<file path="src/rtl/fifo_word_reader_pkg.sv">
// Shared types and constants for the FIFO word reader: FSM states,
// default geometry and the lane keep-mask helper.
package fifo_rd_pkg;

    typedef enum logic [1:0] {
        IDLE = 2'd0,
        FILL = 2'd1,
        LAST = 2'd2,
        OUT  = 2'd3
    } rd_state_t;

    localparam int DEF_ADDR_WIDTH = 4;
    localparam int DEF_WIDTH      = 8;
    localparam int DEF_PACK       = 4;
    localparam int DEF_THRESH     = 4;
    localparam int MAX_PACK       = 8;

    // Lower 'cnt' lanes set; callers cast down to their own PACK width.
    function automatic logic [MAX_PACK-1:0] keep_mask(input logic [3:0] cnt);
        logic [MAX_PACK:0] w_one;
        w_one = (MAX_PACK+1)'(1) << cnt;
        return MAX_PACK'(w_one - (MAX_PACK+1)'(1));
    endfunction

endpackage

</file>
<file path="src/rtl/fifo_word_reader_if.sv">
// FIFO-side get/data/fillcount signals plus the packed output stream.
// master = the reader, slave = the FIFO/downstream side.
interface fifo_word_reader_if
    import fifo_rd_pkg::*;
#(
    parameter int ADDR_WIDTH = DEF_ADDR_WIDTH,
    parameter int WIDTH      = DEF_WIDTH,
    parameter int PACK       = DEF_PACK
) ();
    logic                    fifo_get;
    logic [WIDTH-1:0]        fifo_data;
    logic [ADDR_WIDTH:0]     fifo_fillcount;
    logic                    flush;
    logic                    out_valid;
    logic                    out_ready;
    logic [PACK*WIDTH-1:0]   out_data;
    logic [PACK-1:0]         out_keep;
    logic                    busy;

    modport master (
        output fifo_get, out_valid, out_data, out_keep, busy,
        input  fifo_data, fifo_fillcount, flush, out_ready
    );

    modport slave (
        input  fifo_get, out_valid, out_data, out_keep, busy,
        output fifo_data, fifo_fillcount, flush, out_ready
    );
endinterface

</file>
<file path="src/rtl/fifo_word_reader_lane_packer.sv">
// Lane register array: writes one entry into lane i_idx when i_we is high.
// Unwritten lanes stay zero until the word is cleared.
module lane_packer
    import fifo_rd_pkg::*;
#(
    parameter int WIDTH = DEF_WIDTH,
    parameter int PACK  = DEF_PACK,
    parameter int CNT_W = $clog2(DEF_PACK + 1)
) (
    input  logic                  clk,
    input  logic                  reset,
    input  logic                  i_we,
    input  logic [CNT_W-1:0]      i_idx,
    input  logic [WIDTH-1:0]      i_din,
    input  logic                  i_clr,
    output logic [PACK*WIDTH-1:0] o_data
);
    logic [PACK-1:0][WIDTH-1:0] r_lane;

    // Clear wins over capture so an accepted word never leaks into the next.
    always_ff @(posedge clk) begin
        if (reset || i_clr) begin
            r_lane <= '0;
        end else if (i_we) begin
            for (int i = 0; i < PACK; i++) begin
                if (i_idx == CNT_W'(i)) r_lane[i] <= i_din;
            end
        end
    end

    assign o_data = r_lane;
endmodule

</file>
<file path="src/rtl/fifo_word_reader.sv">
// Consumer end of a single-clock FIFO: issues gets, absorbs the one-cycle
// read latency and packs PACK entries into one valid/ready output word.
// A flush request emits whatever has been gathered with a lane keep mask.
module fifo_word_reader
    import fifo_rd_pkg::*;
#(
    parameter int ADDR_WIDTH = DEF_ADDR_WIDTH,
    parameter int WIDTH      = DEF_WIDTH,
    parameter int PACK       = DEF_PACK,
    parameter int THRESH     = DEF_THRESH
) (
    input logic               clk,
    input logic               reset,
    fifo_word_reader_if.master bus
);
    localparam int                  CNT_W    = $clog2(PACK + 1);
    localparam logic [CNT_W:0]      PACK_C   = (CNT_W+1)'(PACK);
    localparam logic [ADDR_WIDTH:0] THRESH_C = (ADDR_WIDTH+1)'(THRESH);

    rd_state_t        r_state, w_state_nxt;
    logic [CNT_W-1:0] r_cnt;
    logic             r_pending;
    logic             r_flush_req;

    logic             w_fifo_nempty;
    logic [CNT_W:0]   w_inflight;
    logic             w_get;
    logic             w_start;
    logic             w_clr;
    logic             w_flush_clr;
    logic [PACK-1:0]  w_keep;

    // Fillcount already accounts for gets in flight, so only our own
    // captured + pending entries limit further fetching.
    assign w_fifo_nempty = (bus.fifo_fillcount != '0);
    assign w_inflight    = {1'b0, r_cnt} + (CNT_W+1)'(r_pending);
    assign w_get         = (r_state == FILL) && (w_inflight < PACK_C) && w_fifo_nempty;
    assign w_start       = (bus.fifo_fillcount >= THRESH_C) || (r_flush_req && w_fifo_nempty);

    // Next-state and word-control decode.
    always_comb begin
        w_state_nxt = r_state;
        w_clr       = 1'b0;
        w_flush_clr = 1'b0;
        case (r_state)
            IDLE: begin
                if (w_start) begin
                    w_state_nxt = FILL;
                end else if (r_flush_req && (r_cnt == '0)) begin
                    // Flush with nothing buffered and nothing to fetch.
                    w_flush_clr = 1'b1;
                end
            end
            FILL: begin
                if (w_get && ((w_inflight + (CNT_W+1)'(1)) == PACK_C)) begin
                    w_state_nxt = LAST;
                end else if (r_flush_req && !w_fifo_nempty && !w_get) begin
                    w_state_nxt = LAST;
                end
            end
            LAST: begin
                // Wait until the final read has landed in its lane.
                if (!r_pending) begin
                    if (r_cnt != '0) begin
                        w_state_nxt = OUT;
                    end else begin
                        w_state_nxt = IDLE;
                        w_flush_clr = 1'b1;
                    end
                end
            end
            OUT: begin
                if (bus.out_ready) begin
                    w_state_nxt = IDLE;
                    w_clr       = 1'b1;
                    w_flush_clr = 1'b1;
                end
            end
            default: w_state_nxt = IDLE;
        endcase
    end

    // State register.
    always_ff @(posedge clk) begin
        if (reset) r_state <= IDLE;
        else       r_state <= w_state_nxt;
    end

    // Lane counter, read-latency tracker and sticky flush request.
    always_ff @(posedge clk) begin
        if (reset) begin
            r_cnt       <= '0;
            r_pending   <= 1'b0;
            r_flush_req <= 1'b0;
        end else begin
            r_pending <= w_get;
            if (w_clr)          r_cnt <= '0;
            else if (r_pending) r_cnt <= r_cnt + CNT_W'(1);
            // A new pulse beats the clear so it applies to the next word.
            if (bus.flush)        r_flush_req <= 1'b1;
            else if (w_flush_clr) r_flush_req <= 1'b0;
        end
    end

    lane_packer #(
        .WIDTH (WIDTH),
        .PACK  (PACK),
        .CNT_W (CNT_W)
    ) u_lanes (
        .clk    (clk),
        .reset  (reset),
        .i_we   (r_pending),
        .i_idx  (r_cnt),
        .i_din  (bus.fifo_data),
        .i_clr  (w_clr),
        .o_data (bus.out_data)
    );

    assign w_keep        = PACK'(keep_mask(4'(r_cnt)));
    assign bus.fifo_get  = w_get;
    assign bus.out_valid = (r_state == OUT);
    assign bus.out_keep  = (r_state == OUT) ? w_keep : '0;
    assign bus.busy      = (r_state != IDLE) || r_flush_req;
endmodule

</file>
<file path="src/flat_wrapper.sv">
// flat-port wrapper written by rule: the top's interface ports become plain ports
module fifo_word_reader_flat import fifo_rd_pkg::*;
#(
    parameter int ADDR_WIDTH = DEF_ADDR_WIDTH,
    parameter int WIDTH      = DEF_WIDTH,
    parameter int PACK       = DEF_PACK,
    parameter int THRESH     = DEF_THRESH
)
  (clk, reset, bus_fifo_get, bus_out_valid, bus_out_data, bus_out_keep, bus_busy, bus_fifo_data, bus_fifo_fillcount, bus_flush, bus_out_ready);
  fifo_word_reader_if #(.ADDR_WIDTH(ADDR_WIDTH), .WIDTH(WIDTH), .PACK(PACK)) bus_i ();
  input logic clk;
  input logic reset;
  output wire logic [$bits(bus_i.fifo_get)-1:0] bus_fifo_get;
  output wire logic [$bits(bus_i.out_valid)-1:0] bus_out_valid;
  output wire logic [$bits(bus_i.out_data)-1:0] bus_out_data;
  output wire logic [$bits(bus_i.out_keep)-1:0] bus_out_keep;
  output wire logic [$bits(bus_i.busy)-1:0] bus_busy;
  input wire logic [$bits(bus_i.fifo_data)-1:0] bus_fifo_data;
  input wire logic [$bits(bus_i.fifo_fillcount)-1:0] bus_fifo_fillcount;
  input wire logic [$bits(bus_i.flush)-1:0] bus_flush;
  input wire logic [$bits(bus_i.out_ready)-1:0] bus_out_ready;
  assign bus_fifo_get = bus_i.fifo_get;
  assign bus_out_valid = bus_i.out_valid;
  assign bus_out_data = bus_i.out_data;
  assign bus_out_keep = bus_i.out_keep;
  assign bus_busy = bus_i.busy;
  assign bus_i.fifo_data = bus_fifo_data;
  assign bus_i.fifo_fillcount = bus_fifo_fillcount;
  assign bus_i.flush = bus_flush;
  assign bus_i.out_ready = bus_out_ready;
  fifo_word_reader #(.ADDR_WIDTH(ADDR_WIDTH), .WIDTH(WIDTH), .PACK(PACK), .THRESH(THRESH)) u_core (.clk(clk), .reset(reset), .bus(bus_i));
endmodule
</file>
<file path="config.mk">
export PLATFORM = sky130hd
export DESIGN_NAME = fifo_word_reader_flat
export DESIGN_NICKNAME = d
export VERILOG_FILES = /design/src/rtl/fifo_word_reader_pkg.sv /design/src/rtl/fifo_word_reader_if.sv /design/src/rtl/fifo_word_reader_lane_packer.sv /design/src/rtl/fifo_word_reader.sv /design/src/flat_wrapper.sv
export SDC_FILE = /design/constraint.sdc
export NUM_CORES = 1
export LEC_CHECK = 0
export CAP_MARGIN = 20
export CORE_ASPECT_RATIO = 0.9
export CORE_MARGIN = 1.5
export CORE_UTILIZATION = 45
export CTS_CLUSTER_DIAMETER = 200
export DETAILED_ROUTE_END_ITERATION = 8
export PLACE_DENSITY_LB_ADDON = 0.3
export SETUP_SLACK_MARGIN = 0.15
export SLEW_MARGIN = 20
export SYNTH_ARGS = -nofsm -noshare
export SYNTH_HDL_FRONTEND = slang
export SYNTH_SLANG_ARGS = --single-unit
</file>
<file path="constraint.sdc">
create_clock -name clk -period 1.75 [get_ports clk]
set_input_delay 0.35 -clock clk [delete_from_list [all_inputs] [get_ports clk]]
set_output_delay 0.35 -clock clk [all_outputs]
set_load 0.01 [all_outputs]
</file>
# Word level (Yosys, flattened, before mapping)
# Index checks and enable logic that the tools add are counted.
[totals]
word_cells = 67
out_inout_bits = 39
in_bits = 17
register_bits = 39
[classes]
shift = 1
n_reduce_logical = 24
eq_ne = 11
addsub = 4
mux = 17
n_lt_le_gt_ge = 2
[op_table]
columns = ["op", "n"]
rows = [
  ["$mux W2", 6],
  ["$mux W1", 8],
  ["$pmux W2 S4", 1],
  ["$reduce_and A2 Y1", 4],
  ["$logic_and A1 B1 Y1", 7],
  ["$eq A3 B2 Y1 const B", 2],
  ["$ge A5 B3 Y1 const B", 1],
  ["$reduce_bool A5 Y1", 1],
  ["$add A3 B1 Y4", 1],
  ["$add A4 B1 Y4 const B", 1],
  ["$eq A2 B2 Y1 const B", 2],
  ["$eq A4 B3 Y1 const B", 1],
  ["$lt A4 B3 Y1 const B", 1],
  ["$mux W4", 1],
  ["$ne A2 B1 Y1 const B", 2],
  ["$reduce_and A4 Y1", 1],
  ["$reduce_bool A2 Y1", 2],
  ["$shl A1 B3 Y4 const A", 1],
  ["$sub A4 B1 Y4 const B", 1],
  ["$add A3 B1 Y3 const B", 1],
  ["$eq A3 B1 Y1 const B", 1],
  ["$logic_not A3 Y1", 1],
  ["$logic_or A1 B1 Y1", 3],
  ["$ne A3 B3 Y1 const B", 1],
  ["other kinds (7)", 8],
]

# Logic depth before layout (Yosys ltp)
# Gate-level depths: netlist of run 1.
[logic_depth]
ltp_word = 9
depth_mapped = 7
depth_no_buf = 6

# Modules after synthesis
# Synthesis of run 1 repeated with hierarchy kept, for this count alone.
[unflattened]
cells_unflattened = 200
hier_area_um2 = 2074.5
[modules_own_cells]
columns = ["module", "instances", "cells_per_inst", "area_per_inst_um2", "seq_area_each_um2"]
rows = [
  ["lane_packer", 1, 122, 1436.4, 640.6],
  ["fifo_word_reader", 1, 78, 638.1, 140.1],
]

# Worst setup path after synthesis of run 1
# No wires, ideal clock.
[synth_path]
kind = "register to output"
from = "register u_core.r_cnt[1]"
to = "output port bus_out_keep[3]"
arrival_ns = 1.409
path_buffers = 1
path_stages_with_launch = 8
setup_slack_ns = -0.009
required_time_ns = 1.400
path_cell_list = "dfxtp_1 > inv_1 > ha_1 > clkbuf_1 > nor3_1 > nor2_1 > xor2_1 > nor2_1"
[synth_between]
elab_chain_cells = 3
[synth_lines]
columns = ["element", "line_no", "rtl"]
rows = [
  ["from (decl)", "fifo_word_reader.sv:21", "logic [CNT_W-1:0] r_cnt;"],
  ["from (signal assigned)", "fifo_word_reader.sv:98", "else if (r_pending) r_cnt <= r_cnt + CNT_W'(1);"],
  ["$shl A1 B3 Y4", "fifo_word_reader_pkg.sv:21", "w_one = (MAX_PACK+1)'(1) << cnt;"],
  ["$sub A4 B1 Y4", "fifo_word_reader_pkg.sv:22", "return MAX_PACK'(w_one - (MAX_PACK+1)'(1));"],
  ["$mux W4", "fifo_word_reader.sv:122", "assign bus.out_keep = (r_state == OUT) ? w_keep : '0;"],
  ["to (decl)", "flat_wrapper.sv:16", "output wire logic [$bits(bus_i.out_keep)-1:0] bus_out_keep;"],
]
# Every way passes these cells.

# Final worst setup path of run 1
[layout_path]
from = "register u_core.r_cnt[0]"
to = "output port bus_fifo_get"
[layout_between]
elab_chain_cells = 4
[layout_lines]
columns = ["element", "line_no", "rtl"]
rows = [
  ["$add A3 B1 Y4", "fifo_word_reader.sv:36", "assign w_inflight = {1'b0, r_cnt} + (CNT_W+1)'(r_pending);"],
  ["$lt A4 B3 Y1", "fifo_word_reader.sv:37", "assign w_get = (r_state == FILL) && (w_inflight < PACK_C) && w_fifo_nempty;"],
  ["$logic_and A1 B1 Y1 (2 in series)", "fifo_word_reader.sv:37", ""],
  ["to (decl)", "flat_wrapper.sv:13", "output wire logic [$bits(bus_i.fifo_get)-1:0] bus_fifo_get;"],
]
# Every way passes these cells.

==> results of run 1 <==
[path summary, 6_finish.rpt]
path                                    end                      start  slack (ns)  cells after the start
setup / recovery               bus_fifo_get            u_core.r_cnt[0]       -0.22                      6
hold / removal    u_core.u_lanes.o_data[20]  u_core.u_lanes.o_data[20]        0.46                      2
setup reg to reg          u_core.r_state[0]            u_core.r_cnt[0]       -0.16                      9
hold reg to reg   u_core.u_lanes.o_data[20]  u_core.u_lanes.o_data[20]        0.46                      2
[sequential cells by signal, indices dropped and copies added (netlist names)]
register	cells
u_core.r_flush_req	1
u_core.u_lanes.o_data	32
u_core.r_state	2
u_core.r_pending	1
u_core.r_cnt	3
[cell families (layout without fill, tap and decap cells)]
| family | count (synthesis) | in the layout |
|---|---|---|
| compound gates | 50 | 50 |
| xor+xnor | 3 | 3 |
| fa+ha+maj | 7 | 7 |
| buf+inv | 22 | 98 |
| flops | 39 | 39 |
| mux | 1 | 1 |
| simple gates | 93 | 93 |
[layout by cell type, fill, tap and decap left out, types with 2 or more instances in the layout]
cell / n
buf_2: 4
buf_4: 23
inv_2: 2
inv_1: 4
clkdlybuf4s50_1: 48
a21o_1: 2
xnor2_1: 2
nor2b_1: 3
nor2_1: 7
dfxtp_1: 36
a21oi_1: 36
buf_6: 5
nor3_2: 2
a21oi_2: 2
ha_2: 3
nand2_4: 2
nor4b_1: 2
nand2_1: 39
nand3_1: 32
ha_4: 4
dfxtp_4: 2
clkbuf_8: 5
[repair_timing]
item	in CTS	in global routing
buffers inserted	6	1
resized for setup	39	14
setup endpoints to repair	9	40
pin swaps	7	8
hold endpoints to repair	0	0
[area by class of cell]
| type | count | area share, % |
|---|---|---|
| inverter | 7 | 1.071 |
| sequential | 39 | 29.39 |
| clock inverter | 3 | 1.630 |
| timing repair buffer | 83 | 28.46 |
| multi-input combinational | 154 | 34.75 |
| tap | 46 | 2.143 |
| clock buffer | 5 | 2.562 |
[through the flow]
stage	setup TNS [ns]	setup WS, ns	area, um^2	hold slack [ns]
after floorplan	0	0.1492	1753	0.4146
after global placement	-0.9608	-0.3403	2441	0.4448
after detailed placement	-1.137	-0.3577	2441	0.4486
after CTS	-0.4118	-0.1446	2631	0.4597
after global routing	-1.016	-0.2831	2686	0.4733
final	-0.6742	-0.2218	2686	0.4603
[power by group through the flow]
stage	Sequential (uW)	Clock, uW	Combinational, uW
5_1_grt	962	795	601
3_3_place_gp	971	0	479
4_1_cts	956	756	517
3_5_place_dp	973	0	485
2_1_floorplan	979	0	268
6_report	958	743	552
[worst max-delay path: cells and delay by family (launching register included)]
kind	cells	cell delay [ns]
compound gates	2	0.33
flops	1	0.37
buf+inv	1	0.11
fa+ha+maj	2	0.32
simple gates	1	0.19
[layer usage]
metal	wire length (um)	part of all wire, %	vias up	track usage [%]
li1	-	-	897	-
met1	2101	43	866	33.22
met2	2322	48	67	38.32
met3	366	7.5	6	6.847
met4	59	1.2	0	8.286
met5	0	0	-	0
==> impl_metrics.env, run 1 <==
export IMPL_status="complete, but fails checks"
export IMPL_violations="negative setup slack"
export IMPL_synth_top_area_share_pct=45.05
export IMPL_timing_fmax_mhz=507.2
export IMPL_netlist_top_cells_count="41 x nand2_1, 39 x dfxtp_1, 38 x a21oi_1"
export IMPL_period_needed_ns=1.972
export IMPL_worst_path_most_repeated_cell="ha_4"
export IMPL_power_switching_uw=628.7
export IMPL_cts_hold_buf=0
export IMPL_yosysUniqueCellTypes=34
export IMPL_yosysTopAreaCell="dfxtp_1"
export IMPL_synth_xor_area_share_pct=1.516
export IMPL_numCtsBuffers=5
export IMPL_hold_viol_final=0
export IMPL_yosysWarningCount=0
export IMPL_grt_max_degree=28
export IMPL_dr_pass1_iters=4
export IMPL_fillers=280
export IMPL_hp_class="register to register"
export IMPL_grt_pass1_vias=1564
export IMPL_ys_flop_type="dfxtp_1"
export IMPL_cts_tree="built"
export IMPL_cts_sinks=39
export IMPL_gp_congestion=0.9361
export IMPL_die_area_mm2=0.004233
export IMPL_grt_remaining_overflow=0
export IMPL_fin_worst_skew_ns=0.007006
export IMPL_swShare_pct=27.90
export IMPL_drt_wl_total_um=4849
export IMPL_final_nets=314
export IMPL_p_clk_share_pct=33.0
export IMPL_ys_ff_latch=39
export IMPL_synth_top_family_by_area="simple AND/OR/NAND/NOR gates"
export IMPL_syn_to_final_growth_pct=55.02
export IMPL_rsz0062_at_grt="true"
export IMPL_fin_total_pwr_uw=2254
export IMPL_synth_edff_count=0
export IMPL_cp_slowest_cell="dfxtp_4"
export IMPL_cts_root_buf="clkbuf_8"
export IMPL_cp_end_kind="output port"
export IMPL_antenna_found_initial=0
export IMPL_drtAntennaViolNets=0
export IMPL_seqCellArea_um2=789.5
export IMPL_yosysMostFrequentCell="nand2_1"
export IMPL_final_setup_viol_count=4
export IMPL_grt_pass1_wl_um=7507
export IMPL_die_w_um=68.41
export IMPL_fin_crit_sh_pct=112.7
export IMPL_synth_top_cells_by_area="dfxtp_1 45%, a21oi_1 11%, nand3_1 9.2%, nand2_1 8.9%, ha_1 5.1%"
export IMPL_p_int_uw=1625
export IMPL_grt_total_usage_pct=24.65
export IMPL_rows=21
export IMPL_maxCapViolCount=0
export IMPL_fin_ws_ns=-0.2218
export IMPL_slew_headroom_pct=67.34
export IMPL_synth_nets=239
export IMPL_slew_viol_final=0
export IMPL_synth_fa_ha_area_share_pct=5.054
export IMPL_pwr_share_comb_pct=24.5
export IMPL_num_vias=1836
export IMPL_power_density_mw_per_mm2=838.9
export IMPL_seq_area_frac_synth_pct=45.05
export IMPL_clock_latency_ns=0.29
export IMPL_drc=0
export IMPL_syn_inst=215
export IMPL_dp_cells=322
export IMPL_arrival_ns=1.62
export IMPL_netlist_area_mm2=0.001733
export IMPL_synth_compound_area_share_pct=16.61
export IMPL_start_util_pct=46.77
export IMPL_async_reset_ff_share_pct=0
export IMPL_drive_gt1_share_pct=22.34
export IMPL_synthMuxAreaShare_pct=0.5776
export IMPL_slowest_delay_ns=0.37
export IMPL_fin_cells=337
export IMPL_leakage_uw=0.0009786
export IMPL_required_ns=1.40
export IMPL_synthSimpleGateAreaFrac_pct=25.13
export IMPL_tightestPinTransition_ns=0.4830
export IMPL_place_hpwl_um=3170
export IMPL_vdd_drop_max_uv=545.4
export IMPL_clock_path_buffers=2
export IMPL_dieHeight_um=61.87
export IMPL_numPortBuffers=55
export IMPL_clk_pin_slew_ns=0.08
export IMPL_worstPathMaxFanout=4
export IMPL_pwr_share_seq_pct=42.5
export IMPL_path_class="register to output port"
export IMPL_startpoint_type="register"
export IMPL_crit_chain="ha_4, ha_4, a21boi_1, a21o_1, and3_4, buf_6"
export IMPL_diodes=0
export IMPL_routedWlPerCell_um=14.39
export IMPL_viasPerCell=5.448
export IMPL_drtIter0Drc=198
export IMPL_cts_max_level=2
export IMPL_coreArea_mm2=0.003705
export IMPL_pin_count=56
export IMPL_syn_avg_cell_area_um2=8.060
export IMPL_multi_input_area_um2=933.4
export IMPL_final_core_utilization_pct=72.51
(Power assumes the default switching activity.)
==> run 2: changes to the inputs <==
SKIP_CTS_REPAIR_TIMING = 1   (was not set)
==> run 2 against run 1 <==
The flow still finishes with violations (negative setup slack). Sequential power about the same. Worst setup slack gained 0.045 ns. Die area did not move. Fmax rose by 2.4%. Flip-flop and latch count unchanged. Clock power about the same. Combinational power is 4.0% lower. Clock-buffer cell count unchanged. Routed wire length down 1.4%. Hold slack barely moved. Clock skew decreased by 0.00094 ns. Final cell count down 0.30%. Largest power group unchanged.
==> impl_metrics.env, run 2 (synthesis gave the netlist of run 1 again) <==
export IMPL_drt_wl_total_um=4781
export IMPL_place_hpwl_um=3170
export IMPL_drtIter0Drc=165
export IMPL_timing_rr_end="u_core.r_state[0]"
export IMPL_seqCellArea_um2=789.5
export IMPL_hold_viol_final=0
export IMPL_power_switching_uw=619.0
export IMPL_syn_to_final_growth_pct=53.65
export IMPL_antenna_found_initial=0
export IMPL_holdPathEnd="u_core.u_lanes.o_data[12]"
export IMPL_design_area_mm2=0.002663
export IMPL_power_density_mw_per_mm2=836.7
export IMPL_path_class="register to output port"
export IMPL_cp_slowest_cell="dfxtp_4"
export IMPL_dpl_cell_area_mm2=0.002441
export IMPL_violations="negative setup slack"
export IMPL_leakage_uw=0.001007
export IMPL_worstPathMaxFanout=6
export IMPL_largest_register_ffs=32
export IMPL_dp_cells=322
export IMPL_worst_path_most_repeated_cell="nor2_1"
export IMPL_final_setup_viol_count=4
export IMPL_p_clk_share_pct=33.3
export IMPL_coreArea_mm2=0.003705
export IMPL_diodes=0
export IMPL_slowest_delay_ns=0.39
export IMPL_gp_congestion=0.9361
export IMPL_period_needed_ns=1.926
export IMPL_reg2reg_from="u_core.r_cnt[0]"
export IMPL_slew_viol_final=0
export IMPL_cts_root_buf="clkbuf_8"
export IMPL_dieHeight_um=61.87
export IMPL_vdd_drop_max_uv=544.7
export IMPL_numCtsBuffers=5
export IMPL_crit_chain="inv_2, ha_2, nor3_2, nor2_1, xor2_1, nor2_1, buf_2"
export IMPL_required_ns=1.40
export IMPL_die_w_um=68.41
export IMPL_clk_pin_slew_ns=0.08
export IMPL_cp_end_kind="output port"
export IMPL_clock_latency_ns=0.29
export IMPL_final_core_utilization_pct=71.87
export IMPL_pwr_share_comb_pct=23.8
export IMPL_numPortBuffers=55
export IMPL_cts_sinks=39
export IMPL_rsz0062_at_grt="true"
export IMPL_layout_commonest_cell="clkdlybuf4s50_1"
export IMPL_swShare_pct=27.79
export IMPL_fin_ws_ns=-0.1764
export IMPL_reg2reg_slack_ns=-0.09
export IMPL_crit_family="flip-flops"
export IMPL_dp_slack_ns=-0.3577
export IMPL_cp_num_buf_inv=2
export IMPL_hold_depth=2
export IMPL_drtAntennaViolNets=0
export IMPL_drive_gt1_share_pct=21.38
export IMPL_grt_pass1_wl_um=6975
export IMPL_pwr_share_seq_pct=43.0
export IMPL_hp_class="register to register"
export IMPL_fillers=293
export IMPL_arrival_ns=1.58
export IMPL_tightestPinTransition_ns=0.2735
export IMPL_rows=21
export IMPL_p_int_uw=1609
export IMPL_num_vias=1808
export IMPL_holdCritStartpoint="u_core.u_lanes.o_data[12]"
export IMPL_grt_remaining_overflow=0
export IMPL_cts_tree="built"
export IMPL_fin_worst_skew_ns=0.006064
export IMPL_die_area_mm2=0.004233
export IMPL_start_util_pct=46.77
export IMPL_routedWlPerCell_um=14.23
export IMPL_fin_crit_sh_pct=110.1
export IMPL_grt_pass1_vias=1497
export IMPL_cts_max_level=2
export IMPL_dr_pass1_iters=4
export IMPL_grt_total_usage_pct=22.81
export IMPL_final_nets=313
export IMPL_grt_max_degree=28
export IMPL_ff2ff_path_depth=8
export IMPL_maxCapViolCount=0
export IMPL_pin_count=56
export IMPL_viasPerCell=5.381
export IMPL_slew_headroom_pct=81.51
export IMPL_timing_fmax_mhz=519.1
export IMPL_multi_input_area_um2=917.1
export IMPL_drc=0
export IMPL_status="complete, but fails checks"
export IMPL_final_cell_mix="48 x clkdlybuf4s50_1, 39 x nand2_1, 37 x a21oi_1"
export IMPL_fin_cells=336
export IMPL_startpoint_type="register"
export IMPL_clock_path_buffers=2
[run 2: cell types whose count changed in the layout (fill, tap and decap cells not counted), sizes merged]
cell	change
buf	-2
dlymetal6s2s	+2
clkdlybuf4s15	-1
[run 2: final cells by class]
type	count	share of cell area [%]
sequential	39	29.65
tap	46	2.162
multi-input combinational	154	34.45
clock buffer	5	2.585
timing repair buffer	82	28.52
clock inverter	3	1.645
inverter	7	0.9868
[run 2: metal layers]
metal | track usage [%] | up-vias | routed length [um]
met1 | 31.76 | 842 | 2065
met4 | 10.86 | 0 | 47
met3 | 4.685 | 4 | 347
met2 | 33.93 | 66 | 2320
li1 | - | 896 | -
met5 | 0 | - | 0
[run 2: stage by stage]
stage	total power, uW	TNS, ns	hold WS (ns)
floorplan	1246	0	0.4146
global placement	1450	-0.9608	0.4448
detailed placement	1458	-1.137	0.4486
CTS	2197	-2.837	0.4597
global route	2328	-0.8599	0.4733
finish	2228	-0.5736	0.4605
[run 2: tightest hold or removal path, cell delays in order, from the launching register on]
cell	delay, ns
dfxtp_1	0.31
nand2_1	0.05
a21oi_1	0.05
[run 2: power by group through the flow]
stage	clock network, uW	logic [uW]	registers, uW
after floorplan	0	268	979
after global placement	0	479	971
after detailed placement	0	485	973
after CTS	756	489	952
after global routing	792	575	961
final	741	530	957
[run 2: worst max-delay path by stage]
stage	startpoint	to	slack (ns)	cells past startpoint
final	u_core.r_cnt[1]	bus_out_keep[3]	-0.18	7
after CTS	u_core.r_cnt[0]	bus_fifo_get	-0.67	6
after global placement	bus_fifo_fillcount[3]	bus_fifo_get	-0.34	5
after global routing	u_core.r_cnt[1]	bus_out_keep[3]	-0.24	7
after detailed placement	bus_fifo_fillcount[3]	bus_fifo_get	-0.36	5
after floorplan	u_core.r_cnt[0]	u_core.r_state[0]	0.15	6
==> run 3: changes to the inputs <==
clock period = 1.9 ns   (was 1.75 ns; I/O delays follow)
==> run 3 against run 2 <==
The flow still finishes with violations (negative setup slack). Via count shrank 5.6%. Clock-buffer cell count grew 2. Final cell count down 1.5%. Sequential power shrank 7.4%. Critical path depth down 1. Register-to-register slack gained 0.33 ns. Die area is the same. Hold slack worse by 0.0057 ns. Cell area fell by 3.2%. Routed wire length shrank 10%. Clock power fell by 28%. Critical endpoint is now bus_fifo_get. Largest power group unchanged.
==> impl_metrics.env, run 3 (synthesis gave the netlist of run 1 again) <==
export IMPL_hold_viol_final=0
export IMPL_grtUsageMet1_pct=28.86
export IMPL_cts_sinks=39
export IMPL_grt_pass1_wl_um=6803
export IMPL_status="complete, but fails checks"
export IMPL_cts_tree="built"
export IMPL_violations="negative setup slack"
export IMPL_reg2reg_slack_ns=0.24
export IMPL_viasPerCell=5.157
export IMPL_hold_slack_ns=0.4548
export IMPL_numPortBuffers=55
export IMPL_worst_path_most_repeated_cell="ha_4"
export IMPL_vdd_drop_max_uv=546.8
export IMPL_drive_gt1_share_pct=17.54
export IMPL_fin_ws_ns=-0.03396
export IMPL_dieHeight_um=61.87
export IMPL_drt_wl_total_um=4285
export IMPL_coreArea_mm2=0.003705
export IMPL_diodes=0
export IMPL_gp_congestion=0.9109
export IMPL_required_ns=1.52
export IMPL_timing_rr_end="u_core.r_state[0]"
export IMPL_clk_pin_slew_ns=0.07
export IMPL_pin_count=56
export IMPL_grt_use_met2_pct=33.93
export IMPL_worstPathMaxFanout=4
export IMPL_path_class="register to output port"
export IMPL_drtAntennaViolNets=0
export IMPL_dp_slack_ns=-0.2634
export IMPL_final_cell_mix="48 x clkdlybuf4s50_1, 41 x nand2_1, 37 x a21oi_1"
export IMPL_tightestPinTransition_ns=0.3803
export IMPL_pwr_share_comb_pct=24.3
export IMPL_period_needed_ns=1.934
export IMPL_largest_register_ffs=32
export IMPL_finalSetupTns_ns=-0.03396
export IMPL_final_core_utilization_pct=69.54
export IMPL_startpoint_type="register"
export IMPL_routedWlPerCell_um=12.95
export IMPL_grt_pass1_vias=1503
export IMPL_grt_remaining_overflow=0
export IMPL_num_vias=1707
export IMPL_rows=21
export IMPL_numCtsBuffers=5
export IMPL_pwr_share_seq_pct=47.4
export IMPL_maxCapViolCount=0
export IMPL_grt_busiest_layer="met2"
export IMPL_grt_max_degree=28
export IMPL_ff2ff_path_depth=7
export IMPL_syn_to_final_growth_pct=48.66
export IMPL_die_w_um=68.41
export IMPL_antenna_found_initial=0
export IMPL_die_area_mm2=0.004233
export IMPL_dpl_cell_area_mm2=0.002414
export IMPL_final_nets=308
export IMPL_timing_fmax_mhz=517.1
export IMPL_place_hpwl_um=3115
export IMPL_crit_chain="ha_4, ha_4, a21boi_2, a21o_1, and3_4, buf_6"
export IMPL_design_area_mm2=0.002576
export IMPL_start_util_pct=46.77
export IMPL_cp_end_kind="output port"
export IMPL_slew_viol_final=0
export IMPL_reg2reg_from="u_core.r_cnt[0]"
export IMPL_crit_cells=6
export IMPL_slew_headroom_pct=74.29
export IMPL_p_clk_share_pct=28.4
export IMPL_layout_commonest_cell="clkdlybuf4s50_1"
export IMPL_slowest_delay_ns=0.36
export IMPL_critical_path_endpoint="bus_fifo_get"
export IMPL_rsz0062_at_grt="true"
export IMPL_power_density_mw_per_mm2=725.7
export IMPL_crit_family="flip-flops"
export IMPL_cts_root_buf="clkbuf_8"
export IMPL_grtUsageMet3_pct=5.045
export IMPL_hp_class="register to register"
export IMPL_drc=0
export IMPL_clock_path_buffers=2
export IMPL_leakage_uw=0.0009576
export IMPL_crit_start="u_core.r_cnt[0]"
export IMPL_swShare_pct=28.59
export IMPL_clock_latency_ns=0.29
export IMPL_fin_crit_sh_pct=101.8
export IMPL_power_switching_uw=534.5
export IMPL_fin_worst_skew_ns=0.002292
export IMPL_drtIter0Drc=133
export IMPL_cp_num_buf_inv=1
export IMPL_dr_pass1_iters=6
export IMPL_grt_total_usage_pct=21.67
export IMPL_p_int_uw=1335
export IMPL_cp_slowest_cell="dfxtp_4"
export IMPL_cts_max_level=2
export IMPL_arrival_ns=1.55
export IMPL_final_setup_viol_count=1
[run 3: cell count changes in the layout (fill, tap and decap cells not counted), sizes merged]
| cell | before | now |
|---|---|---|
| bufinv | 1 | 0 |
| clkinv | 2 | 1 |
| buf | 31 | 26 |
| dlymetal6s2s | 2 | 3 |
| clkbuf | 6 | 7 |
[run 3: worst min path at each step]
stage,start,endpoint,slack (ns),depth (start not counted)
final,u_core.u_lanes.o_data[26],u_core.u_lanes.o_data[26],0.45,2
after global routing,u_core.u_lanes.o_data[13],u_core.u_lanes.o_data[13],0.48,2
after CTS,u_core.u_lanes.o_data[26],u_core.u_lanes.o_data[26],0.46,2
after detailed placement,u_core.u_lanes.o_data[26],u_core.u_lanes.o_data[26],0.45,2
after global placement,u_core.u_lanes.o_data[30],u_core.u_lanes.o_data[30],0.44,2
after floorplan,reset,u_core.r_state[0],0.44,1
[run 3: tightest hold or removal path: stages, from the launching register on]
cell and delay (ns):
dfxtp_1 0.31, nand2_1 0.05, a21oi_1 0.05
[run 3: routing by layer]
layer / part of all wire (%) / up-vias
li1: - / 876
met1: 47 / 776
met2: 46 / 48
met3: 5.6 / 7
met4: 1.5 / 0
met5: 0 / -
[run 3: area by class of cell]
type	instances	area [um^2]
Clock inverter	1	5.005
Clock buffer	7	76.32
Timing Repair Buffer	77	724.4
Tap cell	46	57.56
Inverter	7	26.28
Multi-Input combinational cell	154	898.4
Sequential cell	39	788.3
Fill cell	319	1129
[run 3: metrics by stage]
stage                     cells  power, uW
after floorplan             215       1140
after global placement      321       1312
after detailed placement    321       1317
after CTS                   329       1840
after global routing        331       1956
final                       331       1870
[run 3: power groups by stage]
stage	sequential (uW)	clock (uW)	combinational [uW]
final	886	530	453
after global routing	891	570	495
after global placement	898	0	414
after CTS	880	539	421
after floorplan	902	0	238
after detailed placement	899	0	418
